`src/rtl/comm_cmd_sched.sv`:
```
// Round-robin owner of the communications command engine: grants one requester,
// drives the command/start handshake under a watchdog, then enforces a guard gap.
module comm_cmd_sched #(
  parameter int NREQ       = 2,
  parameter int CMD_W      = 3,
  parameter int TIMEOUT    = 50000000,
  parameter int GAP_CYCLES = 2000,
  parameter int TMR_W      = 28
) (
  input  logic                  clk,
  input  logic                  rst,
  input  logic [NREQ-1:0]       req,
  input  logic [NREQ*CMD_W-1:0] req_cmd,
  output logic [NREQ-1:0]       gnt,
  output logic [NREQ-1:0]       done,
  output logic [NREQ-1:0]       err,
  output logic [CMD_W-1:0]      command_1,
  output logic                  start,
  input  logic                  ready_command,
  output logic                  busy
);

  localparam int PTR_W = (NREQ > 2) ? $clog2(NREQ) : 1;
  localparam int GAP_N = (GAP_CYCLES < 1) ? 1 : GAP_CYCLES;
  localparam logic [TMR_W-1:0] TO_LAST  = TMR_W'(TIMEOUT - 1);
  localparam logic [TMR_W-1:0] GAP_LAST = TMR_W'(GAP_N - 1);

  typedef enum logic [1:0] {S_IDLE, S_SEND, S_WAITCOM, S_GAP} state_t;

  state_t             state_q, state_d;
  logic [TMR_W-1:0]   cnt_q, cnt_d;
  logic [PTR_W-1:0]   ptr_q, ptr_d;
  logic [NREQ-1:0]    owner_q, owner_d;
  logic [CMD_W-1:0]   cmd_q, cmd_d;
  logic [NREQ-1:0]    gnt_q, gnt_d;
  logic [NREQ-1:0]    done_q, done_d;
  logic [NREQ-1:0]    err_q, err_d;
  logic               start_q, start_d;
  logic               busy_q, busy_d;

  logic [CMD_W-1:0]   cmd_slice [NREQ];
  logic               win_any;
  logic [PTR_W-1:0]   win_idx;
  logic [NREQ-1:0]    win_oh;
  logic [CMD_W-1:0]   win_cmd;

  for (genvar gi = 0; gi < NREQ; gi++) begin : g_slice
    assign cmd_slice[gi] = req_cmd[gi*CMD_W +: CMD_W];
  end

  // Two descending passes: the second (indices above ptr) overrides the wrapped
  // group, so the lowest index after ptr wins, else the lowest at/below ptr.
  always_comb begin
    win_any = 1'b0;
    win_idx = '0;
    win_oh  = '0;
    win_cmd = '0;
    for (int i = NREQ - 1; i >= 0; i--) begin
      if (req[i] && (i <= int'(ptr_q))) begin
        win_any = 1'b1;
        win_idx = PTR_W'(i);
        win_oh  = NREQ'(1) << i;
        win_cmd = cmd_slice[i];
      end
    end
    for (int i = NREQ - 1; i >= 0; i--) begin
      if (req[i] && (i > int'(ptr_q))) begin
        win_any = 1'b1;
        win_idx = PTR_W'(i);
        win_oh  = NREQ'(1) << i;
        win_cmd = cmd_slice[i];
      end
    end
  end

  always_comb begin
    state_d = state_q;
    cnt_d   = cnt_q;
    ptr_d   = ptr_q;
    owner_d = owner_q;
    cmd_d   = cmd_q;
    start_d = start_q;
    gnt_d   = '0;
    done_d  = '0;
    err_d   = '0;
    case (state_q)
      S_IDLE: begin
        start_d = 1'b0;
        if (win_any && ready_command) begin
          owner_d = win_oh;
          ptr_d   = win_idx;
          cmd_d   = win_cmd;
          gnt_d   = win_oh;
          start_d = 1'b1;
          cnt_d   = '0;
          state_d = S_SEND;
        end
      end
      S_SEND: begin
        start_d = 1'b1;
        // Engine acceptance is checked before the watchdog so it wins a tie.
        if (!ready_command) begin
          start_d = 1'b0;
          cnt_d   = '0;
          state_d = S_WAITCOM;
        end else if (cnt_q == TO_LAST) begin
          start_d = 1'b0;
          err_d   = owner_q;
          cnt_d   = '0;
          state_d = S_GAP;
        end else begin
          cnt_d = cnt_q + TMR_W'(1);
        end
      end
      S_WAITCOM: begin
        start_d = 1'b0;
        if (ready_command) begin
          done_d  = owner_q;
          cnt_d   = '0;
          state_d = S_GAP;
        end else if (cnt_q == TO_LAST) begin
          err_d   = owner_q;
          cnt_d   = '0;
          state_d = S_GAP;
        end else begin
          cnt_d = cnt_q + TMR_W'(1);
        end
      end
      S_GAP: begin
        start_d = 1'b0;
        if (cnt_q == GAP_LAST) begin
          cnt_d   = '0;
          state_d = S_IDLE;
        end else begin
          cnt_d = cnt_q + TMR_W'(1);
        end
      end
      default: begin
        state_d = S_IDLE;
        cnt_d   = '0;
        owner_d = '0;
        cmd_d   = '0;
        start_d = 1'b0;
      end
    endcase
    busy_d = (state_d != S_IDLE);
  end

  always_ff @(posedge clk or negedge rst) begin
    if (!rst) begin
      state_q <= S_IDLE;
      cnt_q   <= '0;
      ptr_q   <= PTR_W'(NREQ - 1);
      owner_q <= '0;
      cmd_q   <= '0;
      gnt_q   <= '0;
      done_q  <= '0;
      err_q   <= '0;
      start_q <= 1'b0;
      busy_q  <= 1'b0;
    end else begin
      state_q <= state_d;
      cnt_q   <= cnt_d;
      ptr_q   <= ptr_d;
      owner_q <= owner_d;
      cmd_q   <= cmd_d;
      gnt_q   <= gnt_d;
      done_q  <= done_d;
      err_q   <= err_d;
      start_q <= start_d;
      busy_q  <= busy_d;
    end
  end

  assign gnt       = gnt_q;
  assign done      = done_q;
  assign err       = err_q;
  assign command_1 = cmd_q;
  assign start     = start_q;
  assign busy      = busy_q;

endmodule
```
`config.mk`:
```
export PLATFORM = sky130hd
export DESIGN_NAME = comm_cmd_sched
export DESIGN_NICKNAME = d
export VERILOG_FILES = /design/src/rtl/comm_cmd_sched.sv
export SDC_FILE = /design/constraint.sdc
export NUM_CORES = 1
export LEC_CHECK = 0
export CAP_MARGIN = 0
export CORE_ASPECT_RATIO = 0.6
export CORE_UTILIZATION = 65
export CTS_BUF_LIST = sky130_fd_sc_hd__clkbuf_8
export DETAILED_ROUTE_END_ITERATION = 6
export DONT_BUFFER_PORTS = 1
export PLACE_DENSITY = 0.85
export SYNTH_ARGS = -nofsm -noshare
export SYNTH_HDL_FRONTEND = slang
export SYNTH_SLANG_ARGS = --single-unit
```
`constraint.sdc`:
```
create_clock -name clk -period 4.7 [get_ports clk]
set_clock_uncertainty 0.1 [all_clocks]
set_input_delay 1.175 -clock clk [delete_from_list [all_inputs] [get_ports clk]]
set_output_delay 1.175 -clock clk [all_outputs]
set_load 0.005 [all_outputs]
```
==> results of run 1 <==
## cells in the final DEF (no fill, tap or decap), drive strengths merged, types with 2 or more instances in the layout
master,synthesis,final
a21oi,24,24
a221o,2,2
ha,6,6
nor3,2,2
nand2,19,19
o21ai,8,8
a22oi,4,4
nor3b,2,2
clkbuf,4,6
and4,5,5
and2,4,4
inv,7,9
nor2,11,11
a21o,6,6
a211oi,2,2
a2111oi,2,2
xor2,17,17
xnor2,2,2
a222oi,3,3
nor4,4,4
and3,10,10
or3,5,5
nand3,10,10
and4bb,2,2
dfrtp,43,43
nand4,15,15
## Yosys cell counts (3+ instances only)
master / instances
sky130_fd_sc_hd__dfrtp_1: 43
sky130_fd_sc_hd__a21oi_1: 23
sky130_fd_sc_hd__nand2_1: 19
sky130_fd_sc_hd__xor2_1: 17
sky130_fd_sc_hd__nand4_1: 15
sky130_fd_sc_hd__and3_1: 10
sky130_fd_sc_hd__nor2_1: 10
sky130_fd_sc_hd__nand3_1: 9
sky130_fd_sc_hd__inv_1: 7
sky130_fd_sc_hd__a21o_1: 6
sky130_fd_sc_hd__ha_1: 6
sky130_fd_sc_hd__and4_1: 5
sky130_fd_sc_hd__buf_2: 5
sky130_fd_sc_hd__or3_1: 5
sky130_fd_sc_hd__and2_1: 4
sky130_fd_sc_hd__clkbuf_1: 4
sky130_fd_sc_hd__nor4_1: 4
sky130_fd_sc_hd__a222oi_1: 3
sky130_fd_sc_hd__a22oi_1: 3
sky130_fd_sc_hd__o21ai_1: 3
sky130_fd_sc_hd__o21ai_2: 3
## through the flow
| step | util, % | hold slack, ns | cells | worst slack, ns |
|---|---|---|---|---|
| 5_1_grt | 73.46 | 0.4268 | 282 | 1.774 |
| 3_3_place_gp | 70.81 | 0.3796 | 274 | 1.936 |
| 3_5_place_dp | 70.81 | 0.3849 | 274 | 1.853 |
| 4_1_cts | 73.46 | 0.4047 | 282 | 2.085 |
| 6_report | 73.46 | 0.4074 | 282 | 2.043 |
| 2_1_floorplan | - | 0.3565 | 241 | 2.142 |
## flip-flops by register name, indices dropped and copies added, names as in the netlist
| signal | count |
|---|---|
| start | 1 |
| err | 2 |
| cnt_q | 28 |
| ptr_q | 1 |
| command_1 | 3 |
| state_q | 2 |
| done | 2 |
| owner_q | 2 |
| busy | 1 |
| gnt | 2 |
## power breakdown
group | total (uW) | leakage (uW) | switching, uW | internal (uW)
clock | 241 | 0.0000538 | 126 | 116
combinational | 307 | 0.000448 | 207 | 100
sequential | 471 | 0.000599 | 40.7 | 430
## worst max path at each step
stage	startpoint	endpoint	slack [ns]	depth (start not counted)
after detailed placement	ready_command	cnt_q[26]	1.85	5
after global placement	ready_command	cnt_q[27]	1.94	5
after CTS	cnt_q[0]	cnt_q[26]	2.09	6
after floorplan	ready_command	cnt_q[24]	2.14	6
after global routing	cnt_q[0]	cnt_q[26]	1.77	6
final	cnt_q[0]	cnt_q[26]	2.04	6
## per-layer routing
layer / wire, um / vias up / track usage [%]
met5: 0 / - / 0
met4: 94 / 0 / 8.929
met3: 581 / 13 / 8.785
met2: 2179 / 115 / 38.42
met1: 2551 / 950 / 47.43
li1: - / 891 / -
## area by class of cell
| type | count | area (um2) |
|---|---|---|
| multi-input cells | 178 | 1225 |
| flip-flops and latches | 44 | 1102 |
| fillers | 258 | 903.4 |
| clock buffers | 6 | 82.58 |
| well taps | 45 | 56.30 |
| inverters | 7 | 26.28 |
| clock inverters | 2 | 7.507 |
## critical path: cells and delay by family, from the launching register on
family / cells / cell delay (ns)
flops: 1 / 0.42
compound gates: 2 / 0.50
simple gates: 3 / 1.24
fa+ha+maj: 1 / 0.23
## cells by family (layout without fill, tap and decap cells)
group | count (synthesis) | count (layout) | synth area share (%)
and+or+nand+nor | 94 | 94 | 22.89
adders and majority gates | 6 | 6 | 3.107
xor gates and xnor gates | 19 | 19 | 6.888
muxes | 1 | 1 | 0.4143
buffers and inverters | 19 | 15 | 3.677
DFF | 44 | 44 | 45.62
AOI/OAI and AO/OA | 58 | 58 | 17.40
==> out/metrics.csv, run 1 <==
stage,metric,value,unit
outcome,outcome,"complete, no violations",
clock_network,cts_buffers,5,
clock_network,postCtsSetupBuffers,0,
critical_path,path_cells,"ha_1, and3_1, nand4_1, o21ai_2, and2_1, a21oi_1",
critical_path,worst_setup_path_start_kind,register,
timing,setup-tns-final,0,ns
timing,setup_repair_after_global_routing_missed_its_margin,false,
critical_path,worstSetupEndpointType,register,
clock_network,clkSinkCount,44,
critical_path,reg2reg_slack,2.04,ns
logic_synthesis,ys_ff_latch,44,
logic_synthesis,synth.top_cell.area_share,44.54,%
logic_synthesis,postSynthNetCount,258,
timing,fin_crit,2.657,ns
final_layout,diodes,0,
critical_path,crit-reg2reg-launch,cnt_q[0],
final_layout,area_growth_syn_to_layout,3.470,%
logic_synthesis,synth_ff_type,sky130_fd_sc_hd__dfrtp_1,
run,maxCapViolCount,0,
critical_path,crit-reg2reg-capture,cnt_q[26],
critical_path,worst_r2r_path_depth,6,
critical_path,setup.worst_path.class,reg -> reg,
clock_network,cts.htree.levels,2,
logic_synthesis,netlist_area,2416,um2
timing,report.final.setup_viol,0,
clock_network,clkSlewWorstSetupHoldPaths,0.08,ns
clock_network,post_cts_resize_count,0,
place,dpl_cell_area,2410,um2
detailed_routing,routed_wirelength,5.406,mm
floorplan,core,3403,um2
floorplan,placement_rows,16,
final_layout,fin_nets,253,
clock_network,cts_tree,done,
floorplan,pin_count,22,
detailed_routing,initialDrtViolationCount,198,
timing,hold_viol_final,0,
logic_synthesis,synth.distinct_cells,52,
logic_synthesis,synth_seq_area_share,45.62,%
detailed_routing,drcViolationCount,0,
global_route,grt.total_usage,29.86,%
critical_path,crit_path_max_fanout,22,
global_route,initial_antenna_violation_count,0,
logic_synthesis,synth_enable_flop_cells,0,
detailed_routing,first_pass_iters,4,
critical_path,critical_path_arrival,2.69,ns
detailed_routing,wire_length_per_cell,19.17,um
hold_path,min_from,owner_q[0],
logic_synthesis,post-synth-top-area-cell,sky130_fd_sc_hd__dfrtp_1,
logic_synthesis,post_synth_main_area_contributors,"sky130_fd_sc_hd__dfrtp_1 (45%), sky130_fd_sc_hd__xor2_1 (6.2%), sky130_fd_sc_hd__a21oi_1 (4.8%)",
timing,layout_worst_path_cycle_share,56.54,%
floorplan,die_boundary_height,49.23,um
place,place.port_buffers,0,
detailed_routing,vias_per_cell,6.982,
global_route,grt-ovfl-total,0,
global_route,wire_length_of_the_first_global_routing_pass,8.797,mm
hold_path,min_delay_worst_endpoint,owner_q[0],
floorplan,start_util,70.99,%
timing,fmax,376.3,MHz
clock_network,cts_root_buf,sky130_fd_sc_hd__clkbuf_8,
global_route,first_global_vias,1805,
clock_network,cts_hold_buf,0,
hold_path,hold_path_depth,1,
final_layout,drive_gt1_share,6.751,%
logic_synthesis,ys_warn_count,0,
place,detailed_place_hpwl,3.765,mm
power_and_ir_drop,power.density,407.9,nW/um2
logic_synthesis,post_synthesis_cells,241,
logic_synthesis,post_synthesis_async_set_or_reset_flop_share,100.0,%
clock_network,worst_skew_pair.late_latency,0.30,ns
critical_path,worstPathRequired,4.73,ns
timing,drv_slew,0,
floorplan,floorplan.die.width,80.71,um
final_layout,post-route-cell-area,2500,um2
hold_path,hp-class,reg -> reg,
power_and_ir_drop,leakage,0.001100,uW
timing,worst_slew_pin_slew,0.8607,ns
critical_path,critical_path.slowest_cell,sky130_fd_sc_hd__and2_1,
critical_path,cpPeakStageDelay,0.71,ns
place,globalplace.congestion,0.8637,
detailed_routing,dr_total_vias,1969,
detailed_routing,ant_nets,0,
global_route,grt_max_degree,45,
clock_network,max-clock-path-buffers,2,
timing,worst_slew_margin_rel,42.48,%
logic_synthesis,synth.avg_cell_area,10.03,um2
power_and_ir_drop,total_power,1020,uW
floorplan,fp.dieArea,3973,um2
power_and_ir_drop,vdd.ir_drop.worst,0.2321,mV
Power figures use the tool's default switching activity.
==> run 2, diff against run 1 <==
--- a/config.mk
+++ b/config.mk
@@ -7,11 +7,11 @@
 export LEC_CHECK = 0
 export CAP_MARGIN = 0
 export CORE_ASPECT_RATIO = 0.6
-export CORE_UTILIZATION = 65
+export CORE_UTILIZATION = 59
 export CTS_BUF_LIST = sky130_fd_sc_hd__clkbuf_8
 export DETAILED_ROUTE_END_ITERATION = 6
 export DONT_BUFFER_PORTS = 1
-export PLACE_DENSITY = 0.85
+export PLACE_DENSITY = 0.82
 export SYNTH_ARGS = -nofsm -noshare
 export SYNTH_HDL_FRONTEND = slang
 export SYNTH_SLANG_ARGS = --single-unit
==> constraint.sdc (replaced) <==
create_clock -name clk -period 2.3 [get_ports clk]
set_clock_uncertainty 0.1 [all_clocks]
set_input_delay 0.575 -clock clk [delete_from_list [all_inputs] [get_ports clk]]
set_output_delay 0.575 -clock clk [all_outputs]
set_load 0.005 [all_outputs]
==> run 2 against run 1 <==
Effect of this change: the flow now finishes with violations (design-rule violations); register-to-register slack lost 1.9 ns; sequential cell count is the same; via count shrank 4.8%; design area grew 3.6%; critical path depth is the same; global-route usage shrank 3.3 points; non-clock buffer count grew 8; critical path type unchanged; largest power group unchanged; highest routed layer unchanged.
==> out/metrics.csv, run 2 (synthesized netlist as in run 1, its figures left out) <==
stage,metric,value,unit,change
global_route,wire_length_of_the_first_global_routing_pass,8.590,mm,was 8.797 mm
timing,layout_worst_path_cycle_share,92.77,%,was 56.54%
global_route,initial_antenna_violation_count,0,,unchanged
final_layout,most_frequent_standard_cell_in_the_layout_excluding_fill_and_tap_cells,sky130_fd_sc_hd__dfrtp_1,,unchanged
final_layout,largest_register_ffs,28,,unchanged
clock_network,cts_root_buf,sky130_fd_sc_hd__clkbuf_8,,unchanged
detailed_routing,vias_per_cell,6.418,,was 6.982
floorplan,floorplan.die.width,84.62,um,was 80.71 um
global_route,first_global_vias,1670,,"was 1,805"
timing,worst_slew_pin_slew,0.4801,ns,was 0.8607 ns
floorplan,core,3786,um2,was 3403 um2
power_and_ir_drop,leakage,0.001150,uW,was 0.001100 uW
clock_network,cts_buffers,5,,unchanged
detailed_routing,drcViolationCount,1,,was 0
critical_path,reg2reg_slack,0.17,ns,was 2.04 ns
run,maxCapViolCount,0,,unchanged
timing,setup_repair_after_global_routing_missed_its_margin,false,,unchanged
timing,drv_slew,0,,unchanged
timing,fmax,468.7,MHz,was 376.3 MHz
clock_network,max-clock-path-buffers,2,,unchanged
place,dp_cells,282,,was 274
floorplan,fp.dieArea,4364,um2,was 3973 um2
final_layout,register_with_the_highest_flop_count,cnt_q,,unchanged
critical_path,path_cells,"ha_1, and3_1, nand4_1, o21ai_2, nand2_1, a311o_1",,"was ha_1, and3_1, nand4_1, o21ai_2, and2_1, a21oi_1"
floorplan,pin_count,22,,unchanged
critical_path,worst_setup_path_start_kind,register,,unchanged
clock_network,cts.htree.levels,2,,unchanged
final_layout,area_growth_syn_to_layout,7.198,%,was 3.470%
hold_path,hp-class,in -> async,,was reg -> reg
floorplan,placement_rows,17,,was 16
critical_path,cpPeakStageDelay,0.40,ns,was 0.71 ns
detailed_routing,routed_wirelength,5.140,mm,was 5.406 mm
timing,setup-tns-final,0,ns,unchanged
timing,worst_slew_margin_rel,67.54,%,was 42.48%
place,dpl_cell_area,2470,um2,was 2410 um2
global_route,grt_max_degree,44,,was 45
clock_network,clkSinkCount,44,,unchanged
place,detailed_place_hpwl,3.649,mm,was 3.765 mm
floorplan,die_boundary_height,51.57,um,was 49.23 um
final_layout,final_cells,292,,was 282
detailed_routing,first_pass_iters,6,,was 4
final_layout,drive_gt1_share,9.388,%,was 6.751%
detailed_routing,dr_total_vias,1874,,"was 1,969"
critical_path,critical_path.slowest_cell,sky130_fd_sc_hd__dfrtp_1,,was sky130_fd_sc_hd__and2_1
clock_network,worst_skew_pair.late_latency,0.31,ns,was 0.30 ns
critical_path,worst_r2r_path_depth,6,,unchanged
global_route,grt.total_usage,26.57,%,was 29.86%
critical_path,crit-reg2reg-launch,cnt_q[0],,unchanged
final_layout,post-route-cell-area,2590,um2,was 2500 um2
clock_network,clkSlewWorstSetupHoldPaths,0.08,ns,about the same
place,place.port_buffers,0,,unchanged
power_and_ir_drop,power.density,823.8,nW/um2,was 407.9 nW/um2
timing,report.final.setup_viol,0,,unchanged
power_and_ir_drop,vdd.ir_drop.worst,0.4758,mV,was 0.2321 mV
critical_path,crit-reg2reg-capture,cnt_q[2],,was cnt_q[26]
place,globalplace.congestion,0.8900,,was 0.8637
critical_path,worstPathRequired,2.40,ns,was 4.73 ns
clock_network,cts_tree,done,,unchanged
final_layout,diodes,0,,unchanged
detailed_routing,wire_length_per_cell,17.60,um,was 19.17 um
floorplan,start_util,63.81,%,was 70.99%
final_layout,fin_nets,261,,was 253
critical_path,critical_path_arrival,2.23,ns,was 2.69 ns
clock_network,postCtsSetupBuffers,0,,unchanged
critical_path,setup.worst_path.class,reg -> reg,,unchanged
timing,hold_viol_final,0,,unchanged
global_route,grt-ovfl-total,0,,unchanged
critical_path,worstSetupEndpointType,register,,unchanged
final_layout,fillCellCount,296,,was 258
critical_path,crit_path_max_fanout,7,,was 22
detailed_routing,ant_nets,0,,unchanged
timing,fin_crit,2.134,ns,was 2.657 ns
outcome,failing_checks,design-rule violations,,
final_layout,mostFrequentLayoutCells,"sky130_fd_sc_hd__dfrtp_1 (43), sky130_fd_sc_hd__a21oi_1 (23), sky130_fd_sc_hd__nand2_1 (19)",,unchanged
detailed_routing,initialDrtViolationCount,167,,was 198
outcome,outcome,"finished, violations left",,"was complete, no violations"
## run 2: changes by cell type in the layout (fill, tap and decap cells not counted), sizes merged
cell,previous run,this run
buf,0,7
dlygate4sd3,0,1
## run 2: area by class of cell
cell class | count | area, um2 | share of cell area [%]
flip-flops and latches | 44 | 1102 | 42.56
multi-input cells | 178 | 1225 | 47.29
clock buffers | 6 | 82.58 | 3.188
well taps | 47 | 58.81 | 2.271
inverters | 7 | 26.28 | 1.014
repair buffers | 8 | 87.58 | 3.382
clock inverters | 2 | 7.507 | 0.2899
## run 2: power breakdown
part	switching, uW	internal, uW
registers	78.4	879
logic	432	249
clock network	258	236
total	769	1360
## run 2: worst max path at each step
stage	slack [ns]	from	cells after the start	endpoint
floorplan	0.34	ready_command	6	cnt_q[24]
global placement	0.26	cnt_q[0]	6	cnt_q[2]
detailed placement	0.20	cnt_q[0]	6	cnt_q[2]
CTS	0.19	cnt_q[0]	6	cnt_q[2]
global route	0.04	cnt_q[0]	7	cnt_q[5]
finish	0.17	cnt_q[0]	6	cnt_q[2]
## run 2: worst max-delay path, delay by kind of cell, from the launching register on
family	cells	cell delay [ns]
simple gates	3	0.63
flops	1	0.40
fa+ha+maj	1	0.21
compound gates	2	0.67
## run 2: metrics by stage
stage | util, % | hold WS (ns) | setup slack, ns | total power, uW
global placement | 65.23 | 0.1802 | 0.2562 | 1604
finish | 68.41 | 0.0008162 | 0.1663 | 2134
CTS | 68.14 | 0.001440 | 0.1900 | 2129
floorplan | - | 0.1794 | 0.3416 | 1455
detailed placement | 65.23 | 0.1802 | 0.1991 | 1625
global route | 68.41 | 0.02532 | 0.04406 | 2264
## run 2: what timing repair did
item,4_1_cts,5_1_grt
endpoints found under the setup margin,0,0
gates resized for setup,0,0
endpoints found under the hold margin,43,1
hold buffers,1,1
## run 2: metal layers
metal	vias to the layer above	part of all wire (%)	GRT usage (%)
li1	903	-	-
met1	906	53	41.85
met2	54	38	33.47
met3	11	6.5	7.143
met4	0	1.8	11.02
met5	-	0	0
